<file path="config.mk">
export PLATFORM = sky130hd
export DESIGN_NAME = serial2tcp_loopback_fifo
export DESIGN_NICKNAME = d
export VERILOG_FILES = /design/src/rtl/serial2tcp_pkg.sv /design/src/rtl/serial2tcp_sync_fifo.sv /design/src/rtl/serial2tcp_loopback_fifo.sv
export SDC_FILE = /design/constraint.sdc
export NUM_CORES = 1
export LEC_CHECK = 0
export ABC_AREA = 1
export ABC_CLOCK_PERIOD_IN_PS = 2600
export CELL_PAD_IN_SITES_DETAIL_PLACEMENT = 0
export CELL_PAD_IN_SITES_GLOBAL_PLACEMENT = 1
export CORE_MARGIN = 8
export CORE_UTILIZATION = 44
export CTS_BUF_LIST = sky130_fd_sc_hd__clkbuf_4 sky130_fd_sc_hd__clkbuf_8 sky130_fd_sc_hd__clkbuf_16
export DETAILED_ROUTE_END_ITERATION = 8
export HOLD_SLACK_MARGIN = 0.02
export MAX_ROUTING_LAYER = met4
export PLACE_DENSITY = 0.75
export SLEW_MARGIN = 20
export SYNTH_ARGS = -nofsm -noshare
export SYNTH_HDL_FRONTEND = slang
export SYNTH_HIERARCHICAL = 1
export SYNTH_SLANG_ARGS = --single-unit
</file>
<file path="constraint.sdc">
create_clock -name sys_clk -period 2.6 [get_ports sys_clk]
set_clock_uncertainty 0.2 [all_clocks]
set_input_delay 0.26 -clock sys_clk [delete_from_list [all_inputs] [get_ports sys_clk]]
set_output_delay 0.26 -clock sys_clk [all_outputs]
set_load 0.03 [all_outputs]
</file>
<file path="src/rtl/serial2tcp_pkg.sv">
`default_nettype none
// ============================================================================
//  Module      : serial2tcp_pkg
//  Description : Shared constants and types for the serial2tcp loopback path.
//  Revision    : 1.0 - initial release
// ============================================================================
package serial2tcp_pkg;

    // Stream width used by the serial2tcp bridge (byte stream).
    localparam int unsigned c_data_w = 8;

    // Default loopback FIFO capacity in bytes.
    localparam int unsigned c_depth = 16;

    // One byte on the stream.
    typedef logic [c_data_w-1:0] byte_t;

endpackage : serial2tcp_pkg
`default_nettype wire

</file>
<file path="src/rtl/serial2tcp_sync_fifo.sv">
`default_nettype none
// ============================================================================
//  Module      : serial2tcp_sync_fifo
//  Description : Single-clock show-ahead FIFO. Pointers carry one extra wrap
//                bit so full and empty are distinguished without a counter.
//  Revision    : 1.0 - initial release
// ============================================================================
module serial2tcp_sync_fifo
    import serial2tcp_pkg::*;
#(
    parameter int unsigned DEPTH  = c_depth,
    parameter int unsigned DATA_W = c_data_w
) (
    input  logic              clk,
    input  logic              rst_n,
    input  logic              i_wr_en,
    input  logic [DATA_W-1:0] i_wr_data,
    input  logic              i_rd_en,
    output logic [DATA_W-1:0] o_rd_data,
    output logic              o_full,
    output logic              o_empty
);

    localparam int unsigned c_addr_w = $clog2(DEPTH);
    localparam logic [c_addr_w:0] c_ptr_one = {{c_addr_w{1'b0}}, 1'b1};

    logic [DATA_W-1:0] r_mem [DEPTH];
    logic [c_addr_w:0] r_wr_ptr;
    logic [c_addr_w:0] r_rd_ptr;

    logic              w_do_wr;
    logic              w_do_rd;

    // Callers are expected to qualify enables, but guard here as well so a
    // stray enable can never corrupt an occupied entry or underflow.
    assign w_do_wr = i_wr_en && !o_full;
    assign w_do_rd = i_rd_en && !o_empty;

    assign o_empty = (r_wr_ptr == r_rd_ptr);
    assign o_full  = (r_wr_ptr[c_addr_w] != r_rd_ptr[c_addr_w]) &&
                     (r_wr_ptr[c_addr_w-1:0] == r_rd_ptr[c_addr_w-1:0]);

    // Show-ahead: head entry is presented combinationally from storage.
    assign o_rd_data = r_mem[r_rd_ptr[c_addr_w-1:0]];

    // Storage write; contents need no reset since unoccupied entries are never shown.
    always_ff @(posedge clk) begin
        if (w_do_wr) begin
            r_mem[r_wr_ptr[c_addr_w-1:0]] <= i_wr_data;
        end
    end

    // Pointer advance on push/pop; both wrap naturally modulo 2*DEPTH.
    always_ff @(posedge clk or negedge rst_n) begin
        if (!rst_n) begin
            r_wr_ptr <= '0;
            r_rd_ptr <= '0;
        end else begin
            if (w_do_wr) begin
                r_wr_ptr <= r_wr_ptr + c_ptr_one;
            end
            if (w_do_rd) begin
                r_rd_ptr <= r_rd_ptr + c_ptr_one;
            end
        end
    end

endmodule : serial2tcp_sync_fifo
`default_nettype wire

</file>
<file path="src/rtl/serial2tcp_loopback_fifo.sv">
`default_nettype none
// ============================================================================
//  Module      : serial2tcp_loopback_fifo
//  Description : Byte-stream loopback. Bytes accepted on the sink stream are
//                echoed on the source stream, in order, through an elastic
//                FIFO. Valid/ready on both sides, no same-cycle bypass.
//  Revision    : 1.0 - initial release
// ============================================================================
module serial2tcp_loopback_fifo
    import serial2tcp_pkg::*;
#(
    parameter int unsigned DEPTH  = c_depth,
    parameter int unsigned DATA_W = c_data_w
) (
    input  logic              sys_clk,
    input  logic              sys_rst_n,
    output logic              source_valid,
    input  logic              source_ready,
    output logic [DATA_W-1:0] source_data,
    input  logic              sink_valid,
    output logic              sink_ready,
    input  logic [DATA_W-1:0] sink_data
);

    logic              w_full;
    logic              w_empty;
    logic              w_push;
    logic              w_pop;
    logic [DATA_W-1:0] w_rd_data;

    // While reset is asserted the pointers are held clear, so the enables
    // need no reset term; out of reset they equal the two handshakes.
    assign w_push = sink_valid   && !w_full;
    assign w_pop  = source_ready && !w_empty;

    // Ready never looks at source_ready: no pass-through when full.
    assign sink_ready   = !w_full  && sys_rst_n;
    assign source_valid = !w_empty && sys_rst_n;

    // Drive zero whenever nothing valid is presented, including during reset,
    // so unoccupied storage never leaks onto the bus.
    assign source_data  = source_valid ? w_rd_data : '0;

    serial2tcp_sync_fifo #(
        .DEPTH  (DEPTH),
        .DATA_W (DATA_W)
    ) u_fifo (
        .clk       (sys_clk),
        .rst_n     (sys_rst_n),
        .i_wr_en   (w_push),
        .i_wr_data (sink_data),
        .i_rd_en   (w_pop),
        .o_rd_data (w_rd_data),
        .o_full    (w_full),
        .o_empty   (w_empty)
    );

endmodule : serial2tcp_loopback_fifo
`default_nettype wire

</file>
==> flow_summary.rst, run 1 <==
.. list-table::
   :header-rows: 1

   * - Metric
     - Value
   * - Run status
     - finished with violations
   * - Failing checks
     - negative setup slack
   * - Core Footprint
     - 13300 sq um
   * - Port bufs
     - 21
   * - Clock-pin transition on the worst setup and hold timing paths
     - 60 ps
   * - Slew of the pin with the lowest slew margin
     - 735 ps
   * - Max Slew Vio Count
     - 0
   * - Via count of the routed design
     - 4380
   * - Max Fanout on Critical Path
     - 16
   * - Arrival time worst endpoint
     - 2140 ps
   * - Number of clock buffers inserted by TritonCTS
     - 17
   * - Cell type with the largest total area after synthesis
     - sky130_fd_sc_hd__edfxtp_1
   * - Area growth from synthesis to layout
     - 27.0%
   * - Remaining design rule violation count
     - 0
   * - Final Cycle Share
     - 100%
   * - Placed Instance Area
     - 6590 sq um
   * - Most frequently used flop master after synthesis
     - sky130_fd_sc_hd__edfxtp_1
   * - WL final
     - 16.2 mm
   * - Pin count of the biggest net entering global routing
     - 34
   * - Adder-cell share of the synthesized area
     - 1.04%
   * - Largest family of logic cells by synthesized area
     - simple AND/OR/NAND/NOR gates
   * - Total half-perimeter wirelength after legalization and detailed placement
     - 8.67 mm
   * - First-iteration detailed-routing DRC count
     - 497
   * - Mapped Nets
     - 601
   * - Vias in the first global route
     - 4121
   * - Average via count per standard cell
     - 5.23
   * - Synthesis-stage register bit count
     - 138
   * - Share of flip-flops with an asynchronous set or reset after synthesis
     - 7.25%
   * - H-tree Lvls
     - 4
   * - Clock tree from TritonCTS
     - built
   * - # IOs
     - 22
   * - Cells after DPL
     - 789
   * - Post-route standard cell area excluding fillers
     - 7650 sq um
   * - Mean area per synthesized cell
     - 10.3 sq um
   * - Post-layout min period
     - 2600 ps
   * - Crit path kind
     - flop to output port
   * - Net count, final
     - 668
   * - Cell at the root of the clock tree
     - sky130_fd_sc_hd__clkbuf_16
   * - Number of cells on the worst hold path
     - 2
   * - Setup TNS
     - -2.95 ps
   * - Setup repair after global routing missed its margin
     - yes
   * - Netlist area before placement
     - 6020 sq um
   * - Die outline area
     - 17700 sq um
   * - Minimum setup slack among reg-to-reg paths
     - 160 ps
   * - Worst Setup End Kind
     - output port
   * - Internal power summed over all cells
     - 0.00564 W
   * - Global-route wire length before repair
     - 22.6 mm
   * - Most frequent cells after synthesis
     - sky130_fd_sc_hd__nand2_1, sky130_fd_sc_hd__edfxtp_1, sky130_fd_sc_hd__nor2_1, sky130_fd_sc_hd__o21ai_0, sky130_fd_sc_hd__nand3_1
   * - Netlist cell types
     - 23
   * - Width of the die
     - 133 microns
   * - Non-filler instance count after layout
     - 838
   * - Antenna cells
     - 0
   * - DRT antenna net count
     - 0
   * - Yosys warning count
     - 6
   * - Initial cell density of the core
     - 45.3%
   * - Sequential share of the synthesized area
     - 68.0%
   * - Clock insertion delay at the later pin of the skew report
     - 410 ps
   * - Static Leakage
     - 3.05 nW
   * - Max Cap Viol
     - 0
   * - Remaining global-route overflow
     - 0
   * - Number of antenna violations at the first check in global routing
     - 0
   * - Required time worst endpoint
     - 2140 ps
   * - Ratio of cells with drive above 1 in the final layout
     - 18.3%
   * - Multiplexer share of the synthesized area
     - 0%
   * - Gr usage total
     - 17.3%
   * - Top-count cell post-synth
     - sky130_fd_sc_hd__nand2_1
   * - Fin util
     - 57.6%
   * - Chip Height
     - 133 microns
   * - Router iterations before antenna repair
     - 7
   * - Number of fillers in the final layout
     - 1117
   * - Fmax
     - 384 MHz
   * - TritonCTS Sinks
     - 138
   * - Compound-cell area share of the yosys netlist
     - 4.65%
   * - IR Drop Worst-Case VDD
     - 0.713 mV
   * - Number of placement rows
     - 42
   * - Seq pwr share
     - 31.4%
   * - Setup slack of the critical path after layout
     - -2.95 ps
   * - Worst slew slack as a fraction of its limit
     - 50.9%
   * - Deepest clock path buffer count
     - 2
   * - Synth top area share
     - 63.8%
   * - Total net switching power
     - 0.00342 W
   * - # setup viols final
     - 1
   * - Synth Area in XOR/XNOR
     - 0.727%
   * - Synth area leaders
     - sky130_fd_sc_hd__edfxtp_1, sky130_fd_sc_hd__nand2_1, sky130_fd_sc_hd__nor2_1
   * - Switching fraction of total power
     - 37.7%
   * - PD cells
     - 1180 nW/um^2
   * - Routed wirelength normalized by instance count
     - 19.4 microns
   * - Share of synthesized cell area in and, or, nand and nor gates
     - 21.1%
   * - Depth of the most critical reg-to-reg path
     - 11
   * - EDFF count, synth
     - 128
   * - Path type of the worst min-delay path
     - flop to flop
   * - Hold Vio Cnt, Final
     - 0
   * - Crit start category
     - flop
   * - Post-synthesis cell count
     - 584
   * - Share of power burned in combinational logic
     - 43.4%
   * - Power share of the clock group
     - 25.2%
   * - Final GP Congestion
     - 0.872
==> critical path: stages (launching register included) <==
cell and delay (ps):
sky130_fd_sc_hd__dfrtp_2 480, sky130_fd_sc_hd__clkinv_4 130, sky130_fd_sc_hd__buf_6 160, sky130_fd_sc_hd__clkbuf_16 190, sky130_fd_sc_hd__o21ai_1 170, sky130_fd_sc_hd__nand3_1 170
sky130_fd_sc_hd__nand3_2 130, sky130_fd_sc_hd__nand2_1 60, sky130_fd_sc_hd__inv_1 40, sky130_fd_sc_hd__nor2_1 30, sky130_fd_sc_hd__buf_4 160
==> cell usage in the layout (no fill, tap or decap), drive strengths merged <==
cell           instances
nand3                 38
ha                     5
dfrtp                 10
xnor2                  2
inv                   38
clkinv                 7
xor2                   3
buf                   50
nor2                 121
o21ai                 56
nand2                157
edfxtp               128
dlygate4sd2            2
dlygate4sd3            1
bufinv                 2
clkbuf                25
clkinvlp               6
clkdlybuf4s50         11
==> final timing paths <==
| path | from | to |
|---|---|---|
| worst min register to register | u_fifo/r_wr_ptr[4] | u_fifo/r_wr_ptr[4] |
| min in group asynchronous | sys_rst_n | u_fifo/r_rd_ptr[4] |
| worst max-delay path | u_fifo/r_rd_ptr[0] | source_data[2] |
| worst min-delay path | u_fifo/r_wr_ptr[4] | u_fifo/r_wr_ptr[4] |
| worst max register to register | u_fifo/r_rd_ptr[0] | u_fifo/r_mem[0][7] |
| max in group asynchronous | sys_rst_n | u_fifo/r_rd_ptr[0] |
==> sequential cells by signal (all words and copies together) (netlist names) <==
signal           count
u_fifo/r_mem       128
u_fifo/r_rd_ptr      5
u_fifo/r_wr_ptr      5
==> routing by layer <==
| metal | global-route usage, % | vias to the layer above | routed length [microns] |
|---|---|---|---|
| li1 | - | 2070 | - |
| met1 | 21.4 | 2108 | 6800 |
| met2 | 26.6 | 173 | 8040 |
| met3 | 4.50 | 29 | 1020 |
| met4 | 6.62 | 0 | 362 |
| met5 | - | - | 0 |
==> per-stage QoR <==
step,hold slack [ps],total power [W],setup slack [ps]
after floorplan,-236,0.00483,135
after CTS,337,0.00831,-3.89
after global routing,381,0.00951,-82.4
after detailed placement,324,0.00578,227
final,346,0.00907,-2.95
after global placement,325,0.00577,280
==> timing repair <==
item	4_1_cts	5_1_grt
pin swaps	0	28
hold buffers	1	0
endpoints found under the setup margin	4	8
buffers inserted	2	4
gates resized for setup	8	63
endpoints found under the hold margin	3	0
gates cloned	3	9
==> area by class of cell <==
type	instances	area (sq um)	share of cell area, %
inverters	40	159	2.08
repair buffers	72	870	11.4
well taps	176	220	2.88
clock inverters	13	131	1.72
clock buffers	17	425	5.56
flip-flops and latches	138	4100	53.5
multi-input cells	382	1750	22.9
==> power groups by stage <==
stage	Combinational (W)	Sequential (W)	Clock, W
after detailed placement	0.00291	0.00287	0
final	0.00394	0.00284	0.00228
after global placement	0.00291	0.00286	0
after floorplan	0.00200	0.00283	0
after CTS	0.00317	0.00284	0.00230
after global routing	0.00425	0.00286	0.00239
==> logic make-up (layout without fill, tap and decap cells) <==
| logic type | after synthesis | in the layout |
|---|---|---|
| xor gates and xnor gates | 5 | 5 |
| and+or+nand+nor | 316 | 316 |
| DFF | 138 | 138 |
| buffers and inverters | 64 | 142 |
| adders and majority gates | 5 | 5 |
| AOI/OAI and AO/OA | 56 | 56 |
No activity file was read; power rests on OpenSTA's default activity.
==> run 2, diff against run 1 <==
Settings changed: SLEW_MARGIN 20 to 5.
==> results of run 2 <==
Same layout as run 1: the final DEF is identical, and so are final timing and power.
